**config.mk**
```make
export PLATFORM = sky130hd
export DESIGN_NAME = eeprom_wr_master
export DESIGN_NICKNAME = d
export VERILOG_FILES = /design/src/rtl/eeprom_wr_master.sv
export SDC_FILE = /design/constraint.sdc
export NUM_CORES = 1
export LEC_CHECK = 0
export CAP_MARGIN = 25
export CORE_MARGIN = 3
export CORE_UTILIZATION = 25
export DETAILED_ROUTE_END_ITERATION = 8
export SLEW_MARGIN = 10
export SYNTH_ARGS = -nofsm -noshare
export SYNTH_HDL_FRONTEND = slang
export SYNTH_SLANG_ARGS = --single-unit
```
**constraint.sdc**
```tcl
create_clock -name clk -period 7.4 [get_ports clk]
set_input_delay 0.74 -clock clk [delete_from_list [all_inputs] [get_ports clk]]
set_output_delay 0.74 -clock clk [all_outputs]
set_load 0.01 [all_outputs]
```
**src/rtl/eeprom_wr_master.sv**
```systemverilog
// eeprom_wr_master: I2C master that writes one register of an EEPROM slave.
// It sends START, the device ID (write), the register address, the data byte and STOP,
// and checks the slave ACK after every byte.
// SCL is push-pull. SDA is open-drain through sda_oe (1 = pull low).
//
// Handshake: req is sampled only while the FSM is in IDLE. The cycle after an accepted req,
// busy rises. reg_addr/wdata are captured on the accept edge and are ignored afterwards.
// busy stays high until the single-cycle done pulse, and busy is low during that pulse.
// nack/nack_stage are valid only while done=1. A req seen outside IDLE (including the DONE
// cycle) is dropped, not queued.
module eeprom_wr_master #(
  parameter logic [7:0]  EE_ID = 8'b1010_0000,
  parameter int unsigned QTR   = 5
) (
  input  logic       clk,
  input  logic       rst,
  input  logic       req,
  input  logic [7:0] reg_addr,
  input  logic [7:0] wdata,
  output logic       busy,
  output logic       done,
  output logic       nack,
  output logic [1:0] nack_stage,
  output logic       scl_o,
  output logic       sda_oe,
  input  logic       sda_i,
  output logic [3:0] dbg_state
);

  localparam int unsigned   QW       = (QTR > 1) ? $clog2(QTR) : 1;
  localparam logic [QW-1:0] QTR_LAST = QW'(QTR - 1);

  typedef enum logic [3:0] {
    S_IDLE     = 4'd0,
    S_START    = 4'd1,
    S_ID       = 4'd2,
    S_ID_ACK   = 4'd3,
    S_REG      = 4'd4,
    S_REG_ACK  = 4'd5,
    S_DATA     = 4'd6,
    S_DATA_ACK = 4'd7,
    S_STOP     = 4'd8,
    S_DONE     = 4'd9
  } state_t;

  state_t        state_q, state_d;
  logic [QW-1:0] qtr_q, qtr_d;
  logic [1:0]    ph_q, ph_d;
  logic [2:0]    bit_q, bit_d;
  logic [7:0]    addr_q, addr_d;
  logic [7:0]    data_q, data_d;
  logic          ack_q, ack_d;
  logic          nack_rec_q, nack_rec_d;
  logic [1:0]    stage_rec_q, stage_rec_d;

  logic          scl_q, scl_d;
  logic          sda_oe_q, sda_oe_d;
  logic          busy_q, busy_d;
  logic          done_q, done_d;
  logic          nack_q, nack_d;
  logic [1:0]    nack_stage_q, nack_stage_d;
  logic [7:0]    tx_byte;

  logic          qtr_last;
  logic          bit_end;

  assign qtr_last = (qtr_q == QTR_LAST);
  assign bit_end  = qtr_last && (ph_q == 2'd3);

  // Next-state, bit timing and latched-byte logic.
  always_comb begin
    state_d     = state_q;
    addr_d      = addr_q;
    data_d      = data_q;
    ack_d       = ack_q;
    nack_rec_d  = nack_rec_q;
    stage_rec_d = stage_rec_q;
    bit_d       = bit_q;
    // Quarter/phase counters free-run in every active state and wrap at bit end.
    if (qtr_last) begin
      qtr_d = '0;
      ph_d  = ph_q + 2'd1;
    end else begin
      qtr_d = qtr_q + QW'(1);
      ph_d  = ph_q;
    end

    case (state_q)
      S_IDLE: begin
        qtr_d = '0;
        ph_d  = '0;
        bit_d = '0;
        if (req) begin
          state_d     = S_START;
          addr_d      = reg_addr;
          data_d      = wdata;
          ack_d       = 1'b0;
          nack_rec_d  = 1'b0;
          stage_rec_d = 2'd0;
        end
      end
      S_START: begin
        if (bit_end) state_d = S_ID;
      end
      S_ID, S_REG, S_DATA: begin
        if (bit_end) begin
          if (bit_q == 3'd7) begin
            bit_d = '0;
            case (state_q)
              S_ID:    state_d = S_ID_ACK;
              S_REG:   state_d = S_REG_ACK;
              default: state_d = S_DATA_ACK;
            endcase
          end else begin
            bit_d = bit_q + 3'd1;
          end
        end
      end
      S_ID_ACK, S_REG_ACK, S_DATA_ACK: begin
        // Sample the slave on the last SCL-high cycle of ph2, decide at bit end.
        if (qtr_last && (ph_q == 2'd2)) ack_d = sda_i;
        if (bit_end) begin
          if (ack_q) begin
            state_d    = S_STOP;
            nack_rec_d = 1'b1;
            case (state_q)
              S_ID_ACK:  stage_rec_d = 2'd1;
              S_REG_ACK: stage_rec_d = 2'd2;
              default:   stage_rec_d = 2'd3;
            endcase
          end else begin
            case (state_q)
              S_ID_ACK:  state_d = S_REG;
              S_REG_ACK: state_d = S_DATA;
              default:   state_d = S_STOP;
            endcase
          end
        end
      end
      S_STOP: begin
        if (bit_end) state_d = S_DONE;
      end
      S_DONE: begin
        state_d = S_IDLE;
        qtr_d   = '0;
        ph_d    = '0;
      end
      default: begin
        state_d     = S_IDLE;
        qtr_d       = '0;
        ph_d        = '0;
        bit_d       = '0;
        addr_d      = '0;
        data_d      = '0;
        ack_d       = 1'b0;
        nack_rec_d  = 1'b0;
        stage_rec_d = 2'd0;
      end
    endcase
  end

  // Pin and status values for the upcoming cycle, decoded from the next state so they register in step with it.
  always_comb begin
    scl_d        = 1'b1;
    sda_oe_d     = 1'b0;
    busy_d       = 1'b0;
    done_d       = 1'b0;
    nack_d       = 1'b0;
    nack_stage_d = 2'd0;
    tx_byte      = 8'h00;
    case (state_d)
      S_ID:   tx_byte = EE_ID;
      S_REG:  tx_byte = addr_d;
      S_DATA: tx_byte = data_d;
      default: tx_byte = 8'h00;
    endcase

    case (state_d)
      S_START: begin
        // SDA falls in ph2 with SCL high (START), SCL falls in ph3.
        busy_d   = 1'b1;
        scl_d    = (ph_d != 2'd3);
        sda_oe_d = ph_d[1];
      end
      S_ID, S_REG, S_DATA: begin
        // Bit value is constant for the whole bit, so SDA only moves at the start of ph0.
        busy_d   = 1'b1;
        scl_d    = ph_d[1];
        sda_oe_d = ~tx_byte[3'd7 - bit_d];
      end
      S_ID_ACK, S_REG_ACK, S_DATA_ACK: begin
        busy_d   = 1'b1;
        scl_d    = ph_d[1];
        sda_oe_d = 1'b0;
      end
      S_STOP: begin
        // SDA held low through the SCL rise, released in ph2 with SCL high (STOP).
        busy_d   = 1'b1;
        scl_d    = (ph_d != 2'd0);
        sda_oe_d = ~ph_d[1];
      end
      S_DONE: begin
        done_d       = 1'b1;
        nack_d       = nack_rec_d;
        nack_stage_d = stage_rec_d;
      end
      default: begin
        scl_d    = 1'b1;
        sda_oe_d = 1'b0;
      end
    endcase
  end

  // Single state register for FSM, counters, latched bytes and registered outputs.
  always_ff @(posedge clk) begin
    if (rst) begin
      state_q      <= S_IDLE;
      qtr_q        <= '0;
      ph_q         <= '0;
      bit_q        <= '0;
      addr_q       <= '0;
      data_q       <= '0;
      ack_q        <= 1'b0;
      nack_rec_q   <= 1'b0;
      stage_rec_q  <= 2'd0;
      scl_q        <= 1'b1;
      sda_oe_q     <= 1'b0;
      busy_q       <= 1'b0;
      done_q       <= 1'b0;
      nack_q       <= 1'b0;
      nack_stage_q <= 2'd0;
    end else begin
      state_q      <= state_d;
      qtr_q        <= qtr_d;
      ph_q         <= ph_d;
      bit_q        <= bit_d;
      addr_q       <= addr_d;
      data_q       <= data_d;
      ack_q        <= ack_d;
      nack_rec_q   <= nack_rec_d;
      stage_rec_q  <= stage_rec_d;
      scl_q        <= scl_d;
      sda_oe_q     <= sda_oe_d;
      busy_q       <= busy_d;
      done_q       <= done_d;
      nack_q       <= nack_d;
      nack_stage_q <= nack_stage_d;
    end
  end

  assign scl_o      = scl_q;
  assign sda_oe     = sda_oe_q;
  assign busy       = busy_q;
  assign done       = done_q;
  assign nack       = nack_q;
  assign nack_stage = nack_stage_q;
  assign dbg_state  = state_q;

endmodule

```
* Yosys cells after proc, flatten, opt, wreduce, memory -nomap -nowiden *
Index checks and enable logic that the tools add are counted.

word-level totals
  input bits = 20
  word-level logic and storage cells = 104
  output and inout bits = 11
  register bits = 39

operators by class
  equality and inequality tests = 25
  reductions and logical operators = 16
  bitwise operators = 5
  order comparisons = 1
  add/sub/neg operators = 4
  mux-type cells = 38

operators by type and width
  operator                                             number
  equality test 4 x 3 -> 1 bit, second input constant  8
  one-hot mux 8 bit (2 select lines)                   2
  two-way mux 4 bit                                    7
  one-hot mux 8 bit (3 select lines)                   1
  one-hot mux 4 bit (5 select lines)                   1
  OR reduction 6 bit                                   3
  equality test 4 x 2 -> 1 bit, second input constant  4
  equality test 4 bit, second input constant           4
  two-way mux 8 bit                                    2
  OR reduction 8 bit                                   2
  one-hot mux 1 bit (3 select lines)                   4
  one-hot mux 3 bit (2 select lines)                   2
  OR reduction 3 bit                                   4
  two-way mux 2 bit                                    5
  OR reduction 9 bit                                   1
  equality test 4 x 1 -> 1 bit, second input constant  2
  two-way mux 1 bit                                    8
  one-hot mux 4 bit (2 select lines)                   1
  adder 3 x 1 -> 3 bit, second input constant          2
  equality test 3 bit, second input constant           2
  two-way mux 3 bit                                    2
  != test 2 bit, second input constant                 3
  one-hot mux 2 bit (3 select lines)                   1
  inverter 1 bit                                       5
  other kinds (11)                                     13

* Longest topological paths before layout *
Gate-level depths: netlist (run 1).

  depth in word-level cells = 11
  mapped depth = 11
  mapped depth without buffers = 9

* Worst setup path after synthesis (run 1) *
No wires, ideal clock.

  kind = input-to-reg
  start = input port req
  end = register sda_oe_q (netlist: sda_oe)
  arrival time = 2.276 ns
  stages on the path = 8
  buffers on the path = 1
  setup slack = 5.055 ns
  cell sequence = nor3b_2 and2_1 buf_2 o21ai_0 mux2i_1 mux2i_1 a221o_1 a21oi_1

between the ends
  cells in the longest elaborated chain, start to end = 8

RTL lines
  item                                                                                 line      RTL
  start, declared                                                                      17        input logic req,
  two-way mux 4 bit                                                                    93        if (req) begin
  one-hot mux 4 bit (5 select lines)                                                   88        case (state_q)
  equality test 4 x 3 -> 1 bit / equality test 4 x 2 -> 1 bit (equally long branches)  171, 178
  one-hot mux 8 bit (3 select lines)                                                   171       case (state_d)
  binary-select mux 1 bit (select 3 bit)                                               189       sda_oe_d = ~tx_byte[3'd7 - bit_d];
  two-way mux 1 bit (implied by the code)                                              189
  inverter 1 bit                                                                       189
  one-hot mux 1 bit (3 select lines) (*)                                               178       case (state_d)
  end signal, assigned                                                                 243       sda_oe_q <= sda_oe_d;
  end, declared                                                                        57        logic sda_oe_q, sda_oe_d;

Mark *: on every way between the ends. The rest lies on a longest branch, timed or not. The select of a mux whose other input is x is not followed.
A chain may end at the register's enable or synchronous reset.

* Worst setup path after layout (run 1) *
Same ends and word-level chain as after synthesis.

==> flow_summary.ini, run 1 <==
[floorplan]
die_h_um = 98.40
boundaryPins = 31
core-area_um2 = 8258
floorplan.die.width_um = 98.40
die_area_um2 = 9683
floorplan.initialDensity_pct = 25.85
fp-row-count = 33

[placed_design]
gp_routability_congestion = 0.8037
hpwl_mm = 3.515
cells_after_dpl = 376
pre_cts_slack_ns = 4.272
portBuffers = 30

[sta]
rsz_0062_raised_after_global_routing = no
worst_pin_slew_ns = 0.8286
clock_period_minus_worst_slack_ns = 2.797
slew_headroom_pct = 44.75
report.final.hold_viol_count = 0
fin_crit_sh_pct = 37.80
total_count_of_max_transition_violations_in_the_final_report = 0
number_of_setup_violations_in_the_final_report = 0
skew_ns = 0.005267
timing.final.ws_setup_ns = 4.603
max_clock_freq_ghz = 0.3575
final.setup.tns_ns = 0

[synth]
synth.top_cell.area_share_pct = 36.58
asyncSetResetFlopFracSynth_pct = 0
synth_flop_cell = sky130_fd_sc_hd__dfxtp_1
synth_seq_cells = 39
postSynthNetCount = 281
synth.top_cells.by_area = sky130_fd_sc_hd__dfxtp_1 37%, sky130_fd_sc_hd__nor2b_1 5.9%, sky130_fd_sc_hd__nand3_1 4.7%, sky130_fd_sc_hd__nand2_1 4.0%, sky130_fd_sc_hd__mux2i_1 3.8%
synthMostInstantiatedCell = sky130_fd_sc_hd__dfxtp_1
synthCells = 255
synth-seq-area-share_pct = 36.58
netlist-cell-type-count = 55
synth_enable_flop_cells = 0
synth_commonest_cells = 39 x sky130_fd_sc_hd__dfxtp_1, 23 x sky130_fd_sc_hd__nand2_1, 20 x sky130_fd_sc_hd__nand3_1, 20 x sky130_fd_sc_hd__nor2b_1, 16 x sky130_fd_sc_hd__nor2_1
yosysTopAreaCell = sky130_fd_sc_hd__dfxtp_1
synthesis.area_per_instance_um2 = 8.371
synth_cell_area_um2 = 2135
synth_warnings = 0

[setup_path]
critPathArrivalTime_ns = 3.02
worst_reg2reg_setup_slack_ns = 4.61
regToRegStartpoint = dbg_state[3]$_SDFF_PP0_
end_kind = flip-flop
reg2regPathDepth = 7
critical_path.cell_chain = clkdlybuf4s50_1, nor3b_2, buf_4, and2_1, o21ai_0, mux2i_1, mux2i_1, a221o_1, a21oi_1
timing.critical_path.buf_inv = 2
path_delay_family = buffers and inverters
first_element_of_the_critical_path = req
r2r-end = sda_oe$_SDFF_PP0_
cell_with_the_largest_stage_delay_on_the_worst_path = sky130_fd_sc_hd__and2_1
critPathMaxStageDelay_ns = 0.48
cpMostUsedCell = sky130_fd_sc_hd__mux2i_1
timing_worst_setup_path_type = input pin to flip-flop
wp_data_required_ns = 7.63
critical_path_source_type = input pin
worst-path-max-fanout = 18

[cts]
cts.clk_slew.worst_paths_ns = 0.08
cts_hold_repair.buffers = 0
cts_inserted_buffers = 5
clock-root-buffer = sky130_fd_sc_hd__clkbuf_8
clock_path_buffers = 2
post_cts.repair.setup_buffers = 0
tritoncts = done
number_of_gates_resized_after_cts = 0
clock_insertion_delay_worst_skew_ns = 0.29
cts-htree-levels = 2
cts.sink_count = 39

[route]
route.antenna.remaining_nets = 0
wl_per_cell_um = 13.11
wirelength_mm = 5.034
detailedRoute.firstPassIterationCount = 4
vias_per_cell = 4.904
top_layer_used = met4
wl_met3_um = 290
num_vias = 1883
initialDrtViolationCount = 139
met1_wl_mm = 2.435
routed-wl-met2_mm = 2.233
post-route-drc-count = 0

[hold_path]
min-delay-start = qtr_q[0]$_SDFF_PP0_
min_delay_path_depth = 1
worst_hold_path_type = flip-flop to flip-flop
terminating_pin_of_the_worst_hold_path = qtr_q[0]$_SDFF_PP0_

[run_status]
outcome = finished clean

[layout]
syn_to_final_growth_pct = 22.80
antenna_cells = 0
final_layout_size_suffix_gt1_share_pct = 7.527
layout.nets = 304
final_cells = 384

[power_and_ir_drop]
total_leakage_power_nw = 0.9451
p_per_area_nw_per_um2 = 182.6
ir_worst_vdd_mv = 0.07490

[global_routing]
grt_overflow_total = 0
grt_pass1_vias = 1723
grt_pass1_wl_mm = 8.259
antenna_found_initial = 0
grt_start_max_net_pins = 34
global_route.usage.total_pct = 10.54

[run]
drv.max_cap_violation_count = 0
[state kept, by name (all words and copies together), names as in the netlist]
signal       flops
addr_q           8
nack_rec_q       1
bit_q            3
dbg_state        4
stage_rec_q      2
nack             1
sda_oe           1
nack_stage       2
busy             1
ack_q            1
done             1
scl_o            1
data_q           8
ph_q             2
qtr_q            3
[through the flow]
step	total power, W	util, %	hold WS, ns	cell area, um^2
2_1_floorplan	0.0002741	-	0.4322	2135
3_3_place_gp	0.0002988	30.32	0.4501	2504
3_5_place_dp	0.0002991	30.32	0.4505	2504
4_1_cts	0.0004847	31.74	0.4616	2621
5_1_grt	0.0005014	31.74	0.4879	2621
6_report	0.0004787	31.74	0.4569	2621
[power breakdown]
group | total [W] | leakage [nW] | switching [W] | internal (W)
sequential | 0.000225 | 0.317 | 0.00000650 | 0.000218
clock | 0.000184 | 0.0612 | 0.0000753 | 0.000109
combinational | 0.0000697 | 0.566 | 0.0000378 | 0.0000319
[worst register-to-register path, cell delays in order, from the launching register on]
cell and delay (ns):
sky130_fd_sc_hd__dfxtp_1 0.53, sky130_fd_sc_hd__nor2_2 0.69, sky130_fd_sc_hd__and2_1 0.55, sky130_fd_sc_hd__o21ai_0 0.20, sky130_fd_sc_hd__mux2i_1 0.17, sky130_fd_sc_hd__mux2i_1 0.10
sky130_fd_sc_hd__a221o_1 0.37, sky130_fd_sc_hd__a21oi_1 0.12
[routing by layer]
metal | global-route usage (%) | vias up
met3 | 3.143 | 7
met2 | 16.38 | 45
met1 | 13.84 | 881
li1 | - | 950
met4 | 3.782 | 0
met5 | 0 | -
[placed cells by master, fill, tap and decap left out, types with 3 or more instances in the layout]
cell                              instances
sky130_fd_sc_hd__dfxtp_1                 39
sky130_fd_sc_hd__clkdlybuf4s50_1         30
sky130_fd_sc_hd__nand2_1                 23
sky130_fd_sc_hd__nor2b_1                 20
sky130_fd_sc_hd__nand3_1                 20
sky130_fd_sc_hd__nor2_1                  16
sky130_fd_sc_hd__o21ai_0                 15
sky130_fd_sc_hd__a21oi_1                 14
sky130_fd_sc_hd__mux2i_1                  8
sky130_fd_sc_hd__inv_1                    7
sky130_fd_sc_hd__nand2b_1                 6
sky130_fd_sc_hd__o21ai_1                  6
sky130_fd_sc_hd__ha_1                     6
sky130_fd_sc_hd__clkbuf_8                 6
sky130_fd_sc_hd__and3_1                   4
sky130_fd_sc_hd__nor3_1                   4
sky130_fd_sc_hd__a21o_1                   4
sky130_fd_sc_hd__and2_1                   3
sky130_fd_sc_hd__a211oi_1                 3
sky130_fd_sc_hd__a221o_1                  3
[logic make-up after synthesis]
| kind of cell | count (synthesis) | synth area share, % |
|---|---|---|
| buf+inv | 24 | 5.041 |
| fa+ha+maj | 7 | 4.044 |
| mux | 8 | 3.752 |
| xor+xnor | 2 | 0.8208 |
| compound gates | 63 | 20.87 |
| simple gates | 112 | 28.90 |
| flops | 39 | 36.58 |
[worst max path at each step]
stage,depth (start not counted),to,slack [ns]
2_1_floorplan,8,sda_oe$_SDFF_PP0_,5.05
3_5_place_dp,9,sda_oe$_SDFF_PP0_,4.27
5_1_grt,7,sda_oe$_SDFF_PP0_,4.27
6_report,9,sda_oe$_SDFF_PP0_,4.60
3_3_place_gp,9,sda_oe$_SDFF_PP0_,4.32
4_1_cts,9,sda_oe$_SDFF_PP0_,4.58
[layout make-up]
cell class	count	area, um^2
Fill cell	881	5637
Multi-Input combinational cell	192	1246
Sequential cell	39	780.7
Timing Repair Buffer	32	315.3
Tap cell	105	131.4
Clock buffer	6	82.58
Clock inverter	2	35.03
Inverter	8	30.03
No activity file was read; power rests on OpenSTA's default activity.
==> run 2: changes to the inputs <==
==> constraint.sdc (replaced) <==
create_clock -name clk -period 2.7 [get_ports clk]
set_input_delay 0.27 -clock clk [delete_from_list [all_inputs] [get_ports clk]]
set_output_delay 0.27 -clock clk [all_outputs]
set_load 0.01 [all_outputs]
==> flow_summary.ini, run 2 (synthesis gave the netlist of run 1 again) <==
[setup_path]
reg2regPathDepth = 9
r2r-end = sda_oe$_SDFF_PP0_
wp_data_required_ns = 2.89
critPathMaxStageDelay_ns = 0.42
timing_worst_setup_path_type = flip-flop to flip-flop
cell_with_the_largest_stage_delay_on_the_worst_path = sky130_fd_sc_hd__a2111oi_4
timing.critical_path.buf_inv = 1
critical_path.cell_chain = inv_1, ha_1, and3_1, a32o_1, a2111oi_4, a221oi_1, a221o_1, o211ai_2, a21oi_1
worst_reg2reg_setup_slack_ns = 0.15
critPathArrivalTime_ns = 2.74
end_kind = flip-flop
critical_path_source_type = flip-flop
path_delay_family = compound AO/OA/AOI/OAI gates
worst-path-max-fanout = 9
regToRegStartpoint = qtr_q[0]$_SDFF_PP0_

[layout]
antenna_cells = 0
layout.nets = 311
final_cells = 391
finalInstanceArea_um2 = 2643
most_frequent_cells_in_the_layout = 39 x sky130_fd_sc_hd__dfxtp_1, 30 x sky130_fd_sc_hd__clkdlybuf4s50_1, 23 x sky130_fd_sc_hd__nand2_1, 20 x sky130_fd_sc_hd__nor2b_1, 20 x sky130_fd_sc_hd__nand3_1
final_layout_size_suffix_gt1_share_pct = 9.441
syn_to_final_growth_pct = 23.80
mostFrequentLayoutCell = sky130_fd_sc_hd__dfxtp_1
fill_cells = 896

[floorplan]
die_area_um2 = 9683
boundaryPins = 31
core-area_um2 = 8258
die_h_um = 98.40
floorplan.initialDensity_pct = 25.85
fp-row-count = 33
floorplan.die.width_um = 98.40

[hold_path]
worst_hold_path_type = flip-flop to flip-flop
terminating_pin_of_the_worst_hold_path = qtr_q[0]$_SDFF_PP0_
min-delay-start = qtr_q[0]$_SDFF_PP0_
min_delay_path_depth = 1

[power_and_ir_drop]
total_leakage_power_nw = 0.9618
p_per_area_nw_per_um2 = 456.9
ir_worst_vdd_mv = 0.1574
power.share.clock_pct = 32.3
switchingPower_w = 0.0003317
power.share.sequential_pct = 50.5
switch_share_pct = 27.47
p_comb_share_pct = 17.2
internal_cell_power_w = 0.0008757

[sta]
skew_ns = 0.008644
rsz_0062_raised_after_global_routing = no
clock_period_minus_worst_slack_ns = 2.550
report.final.hold_viol_count = 0
total_count_of_max_transition_violations_in_the_final_report = 0
final.setup.tns_ns = 0
slew_headroom_pct = 67.10
worst_pin_slew_ns = 0.4928
max_clock_freq_ghz = 0.3921
number_of_setup_violations_in_the_final_report = 0
timing.hold.ws_ns = 0.4560
fin_crit_sh_pct = 94.45

[global_routing]
grt_pass1_wl_mm = 8.473
grt_overflow_total = 0
antenna_found_initial = 0
global_route.usage.total_pct = 10.66
grt_start_max_net_pins = 33
grt_pass1_vias = 1801

[route]
wl_per_cell_um = 13.20
num_vias = 1894
wirelength_mm = 5.160
vias_per_cell = 4.844
post-route-drc-count = 0
route.antenna.remaining_nets = 0
initialDrtViolationCount = 140
detailedRoute.firstPassIterationCount = 4

[placed_design]
place_area_um2 = 2556
gp_routability_congestion = 0.7925
cells_after_dpl = 383
portBuffers = 30
hpwl_mm = 3.837

[cts]
tritoncts = done
clock_path_buffers = 2
cts_hold_repair.buffers = 0
cts.sink_count = 39
cts-htree-levels = 2
cts.clk_slew.worst_paths_ns = 0.08
clock-root-buffer = sky130_fd_sc_hd__clkbuf_8
clock_insertion_delay_worst_skew_ns = 0.30
cts_inserted_buffers = 5

[run_status]
outcome = finished clean

[run]
drv.max_cap_violation_count = 0
[run 2: cell types whose count changed in the layout (fill, tap and decap cells not counted), sizes merged]
cell	previous run	this run
buf	2	9
bufinv	1	0
clkbuf	6	7
[run 2: power by group through the flow]
stage          sequential, W  combinational [W]  clock (W)
3_3_place_gp        0.000623           0.000207          0
6_report            0.000609           0.000208   0.000390
3_5_place_dp        0.000623           0.000206          0
5_1_grt             0.000612           0.000230   0.000421
2_1_floorplan       0.000621           0.000130          0
4_1_cts             0.000610           0.000208   0.000397
[run 2: cell type report]
class,count,area (um^2),area share (%)
multi-input cells,192,1251,47.35
repair buffers,39,367.9,13.92
flip-flops and latches,39,780.7,29.55
clock inverters,1,5.005,0.1894
inverters,8,30.03,1.136
well taps,105,131.4,4.972
clock buffers,7,76.32,2.888
[run 2: routing by layer]
metal / vias up / GRT usage (%) / wire [um]
li1: 962 / - / -
met5: - / 0 / 0
met2: 42 / 15.44 / 2206
met4: 0 / 4.307 / 86
met1: 885 / 14.86 / 2570
met3: 5 / 3.000 / 297
[run 2: worst max path at each step]
stage / from / endpoint / slack (ns) / cells after the start
after floorplan: qtr_q[0]$_SDFF_PP0_ / sda_oe$_SDFF_PP0_ / 0.37 / 10
after global placement: qtr_q[0]$_SDFF_PP0_ / sda_oe$_SDFF_PP0_ / 0.19 / 9
after detailed placement: qtr_q[0]$_SDFF_PP0_ / sda_oe$_SDFF_PP0_ / 0.16 / 9
after CTS: qtr_q[0]$_SDFF_PP0_ / sda_oe$_SDFF_PP0_ / 0.15 / 9
after global routing: qtr_q[0]$_SDFF_PP0_ / sda_oe$_SDFF_PP0_ / 0.02 / 9
final: qtr_q[0]$_SDFF_PP0_ / sda_oe$_SDFF_PP0_ / 0.15 / 9
[run 2: what timing repair did]
item | 4_1_cts | 5_1_grt
endpoints found under the setup margin | 0 | 1
buffers inserted | 0 | 0
resized for setup | 0 | 1
[run 2: through the flow]
step                worst slack (ns)  utilization (%)  power [W]
floorplan                     0.3696                -  0.0007512
global placement              0.1905            30.95  0.0008293
detailed placement            0.1595            30.95  0.0008293
CTS                           0.1519            31.94   0.001215
global route                 0.01771            32.00   0.001263
finish                        0.1498            32.00   0.001207
==> variant 1: new RTL, config.mk and constraints of run 2 <==
`addr_q` no longer has a reset.
--- a/src/rtl/eeprom_wr_master.sv
+++ b/src/rtl/eeprom_wr_master.sv
@@ -220,3 +220,2 @@
       bit_q        <= '0;
-      addr_q       <= '0;
       data_q       <= '0;
@@ -236,3 +235,2 @@
       bit_q        <= bit_d;
-      addr_q       <= addr_d;
       data_q       <= data_d;
@@ -250,2 +248,6 @@
 
+  always_ff @(posedge clk) begin
+    addr_q <= addr_d;
+  end
+
   assign scl_o      = scl_q;
Behaviour: no difference found for any inputs over 10 cycles, from zero or initial values and one cycle with rst high; that may be too few to reach the edited logic, so the function may still have changed.
==> variant 1 against run 2 <==
Cell area is 4.2% higher. Setup slack better by 250 ps. Wire length is 13% higher. Total power is 12% higher. Clock power is 48% higher. Cell count is 2.8% higher. Sequential cell count stayed put. Synthesized area is 2.9% higher. Critical endpoint unchanged.
==> variant 1: results (changes against run 2) <==
multi-input combinational area share 47.3% (about the same); detailed-placement wirelength estimate 4.52 mm (+18%); placed cell area 0.00262 mm2 (+2.5%); pre-CTS WS 230 ps (+70.6 ps); non-clk buf share 13.6% (-0.28 points); share of cells above drive strength 1 11.1% (+1.7 points); clock buffers 6 (-1); FFs & Latches 39 (unchanged); Synth Area per Inst 8.29 um2 (-0.95%); synth cell count leaders 39 x dfxtp_1, 31 x nand2_1, 24 x nor2_1; Cells after DPL 394 (+2.9%); Mapped Cells 265 (+3.9%); vias per cell 5.04 (+4.0%); worst reg2reg setup slack 400 ps (+250 ps); largest cells by area after synthesis dfxtp_1 36%, nand2_1 5.3%, nand3_1 4.8%, nor2_1 4.1%, ha_1 3.4%; status finished clean; first-pass GRT wire length 9.63 mm (+14%); Starting DRT DRC Count 138 (-1.4%); DR WL/cell 14.5 um (+10%); period utilization 85.1% (-9.3 points); Multi-In Gates 202 (+5.2%); design area 0.00275 mm2 (+4.2%); Seq/total area 28.4% (-1.2 points); Pleak 1.05 nW (+9.2%); Non-Clock Buffer Count 40 (+2.6%); Final Wtd Congestion 0.826 (+4.3%); Worst Path Max Fanout 7 (-2); peak supply drop 289 uV (+84%); pin count of the biggest net entering global routing 19 (-42%)
variant 1: cell count changes after synthesis, moves of 3 or more:
cell and change:
buf_4 +5, buf_2 -4, nand2b_1 -5, mux2i_1 -3
and3_1 +5, o21ai_0 -5, o211ai_1 +5, a221o_1 -3
nand2_1 +8, nor2_1 +8, nor2b_1 -13
variant 1: report_power, final:
part	switching (mW)	internal, mW	leakage (nW)	total, mW
clock network	0.207	0.369	0.0654	0.576
registers	0.0100	0.604	0.319	0.614
logic	0.0900	0.0726	0.666	0.163
variant 1: logic make-up after synthesis:
kind of cell	synth area share, %
simple gates	29.9
compound gates	21.1
flops	35.5
buf+inv	5.18
fa+ha+maj	3.87
mux	2.79
xor+xnor	1.59
variant 1: per-layer routing:
metal	wire, um	vias to the layer above	track usage [%]	part of all wire (%)
li1	-	1016	-	-
met3	252	7	2.31	4.3
met5	0	-	0	0
met2	2870	55	20.0	49
met1	2640	948	15.6	45
met4	80	0	4.41	1.4
==> variant 2: new RTL, settings of run 2 <==
Without the edit above. Set the parameter `QTR` to 10 (it was 5).
--- a/src/rtl/eeprom_wr_master.sv
+++ b/src/rtl/eeprom_wr_master.sv
@@ -12,3 +12,3 @@
   parameter logic [7:0]  EE_ID = 8'b1010_0000,
-  parameter int unsigned QTR   = 5
+  parameter int unsigned QTR   = 10
 ) (
Function: same outputs for any inputs over 10 cycles, from zero or initial values and one cycle with rst high; that may be too few to reach the edited logic, so the function may still have changed.
==> variant 2 against run 2 <==
Wire length rose by 12%. Highest routed layer unchanged. Total power is 9.3% higher. Synthesized area up 3.6%. Via count up 8.7%. Sequential cell count increased by 1. Non-clock buffer count is the same. Setup slack better by 190 ps. Cell area increased by 3.9%. Combinational power fell by 9.6%. Core utilization increased by 0.61 points.
==> variant 2: results (changes against run 2) <==
status finished clean; Post-Layout Cell Count 410 (+4.9%); final setup margin 335 ps (+186 ps); Final Net Count 330 (+6.1%); WHS 470 ps (+13.7 ps); peak supply drop 183 uV (+16%); Syn Nets 299 (+6.4%); slowest cell delay on critical path 450 ps (+30 ps); register area share after synthesis 36.2% (-0.38 points); Vias 2058 (+8.7%); first-pass GRT wire length 9.46 mm (+12%); Setup crit start qtr_q[1]$_SDFF_PP0_; mux cell area share after synthesis 1.58% (-2.2 points); synth cell count leaders 40 x dfxtp_1, 36 x nand2_1, 23 x a21oi_1; Starting DRT DRC Count 168 (+20%); Synth Area in Adders 3.39% (-0.65 points); slowest CP cell a211oi_1; placed cell area 0.00264 mm2 (+3.1%); Final Wtd Congestion 0.856 (+7.9%); clock skew 8.03 ps (-0.610 ps); number of global-route vias before repair 1947 (+8.1%); Min-Delay Path Depth 2 (+1); pin count of the biggest net entering global routing 21 (-36%); YS warnings 0 (unchanged); Synth Area per Inst 8.10 um2 (-3.2%); DR WL/cell 14.1 um (+7.1%); reg2reg start qtr_q[1]$_SDFF_PP0_; post-synthesis compound-gate area fraction 22.5% (+1.6 points); Hold Startpoint addr_q[6]$_SDFF_PP0_; Critical Path AT 2550 ps (-190 ps); Pleak 1.02 nW (+6.0%); pre-CTS WS 373 ps (+213 ps)
variant 2: routing by layer:
metal / track usage (%) / vias up / part of all wire [%]
li1: - / 1048 / -
met1: 16.8 / 944 / 50
met2: 17.5 / 59 / 43
met3: 2.22 / 7 / 6.1
met4: 4.46 / 0 / 1.3
met5: 0 / - / 0
variant 2: report_power, final:
group          internal, mW  switching [mW]  leakage, nW
Clock                 0.274           0.227       0.0541
Sequential            0.614          0.0170        0.326
Combinational        0.0865           0.102        0.640
variant 2: kinds of logic (layout without fill, tap and decap cells):
logic type               Yosys count  after routing
AND/OR/NAND/NOR                  127            127
AO/OA/AOI/OAI                     72             72
buffers and inverters             21             53
XOR/XNOR                           4              4
flip-flops                        40             40
multiplexers                       3              3
adder cells (fa/ha/maj)            6              6
variant 2: layout make-up:
cell class	count	area, um2
Multi-Input combinational cell	212	1310
Sequential cell	40	801
Inverter	6	22.5
Fill cell	899	5680
Clock buffer	5	68.8
Tap cell	105	131
Timing Repair Buffer	39	368
Clock inverter	3	42.5
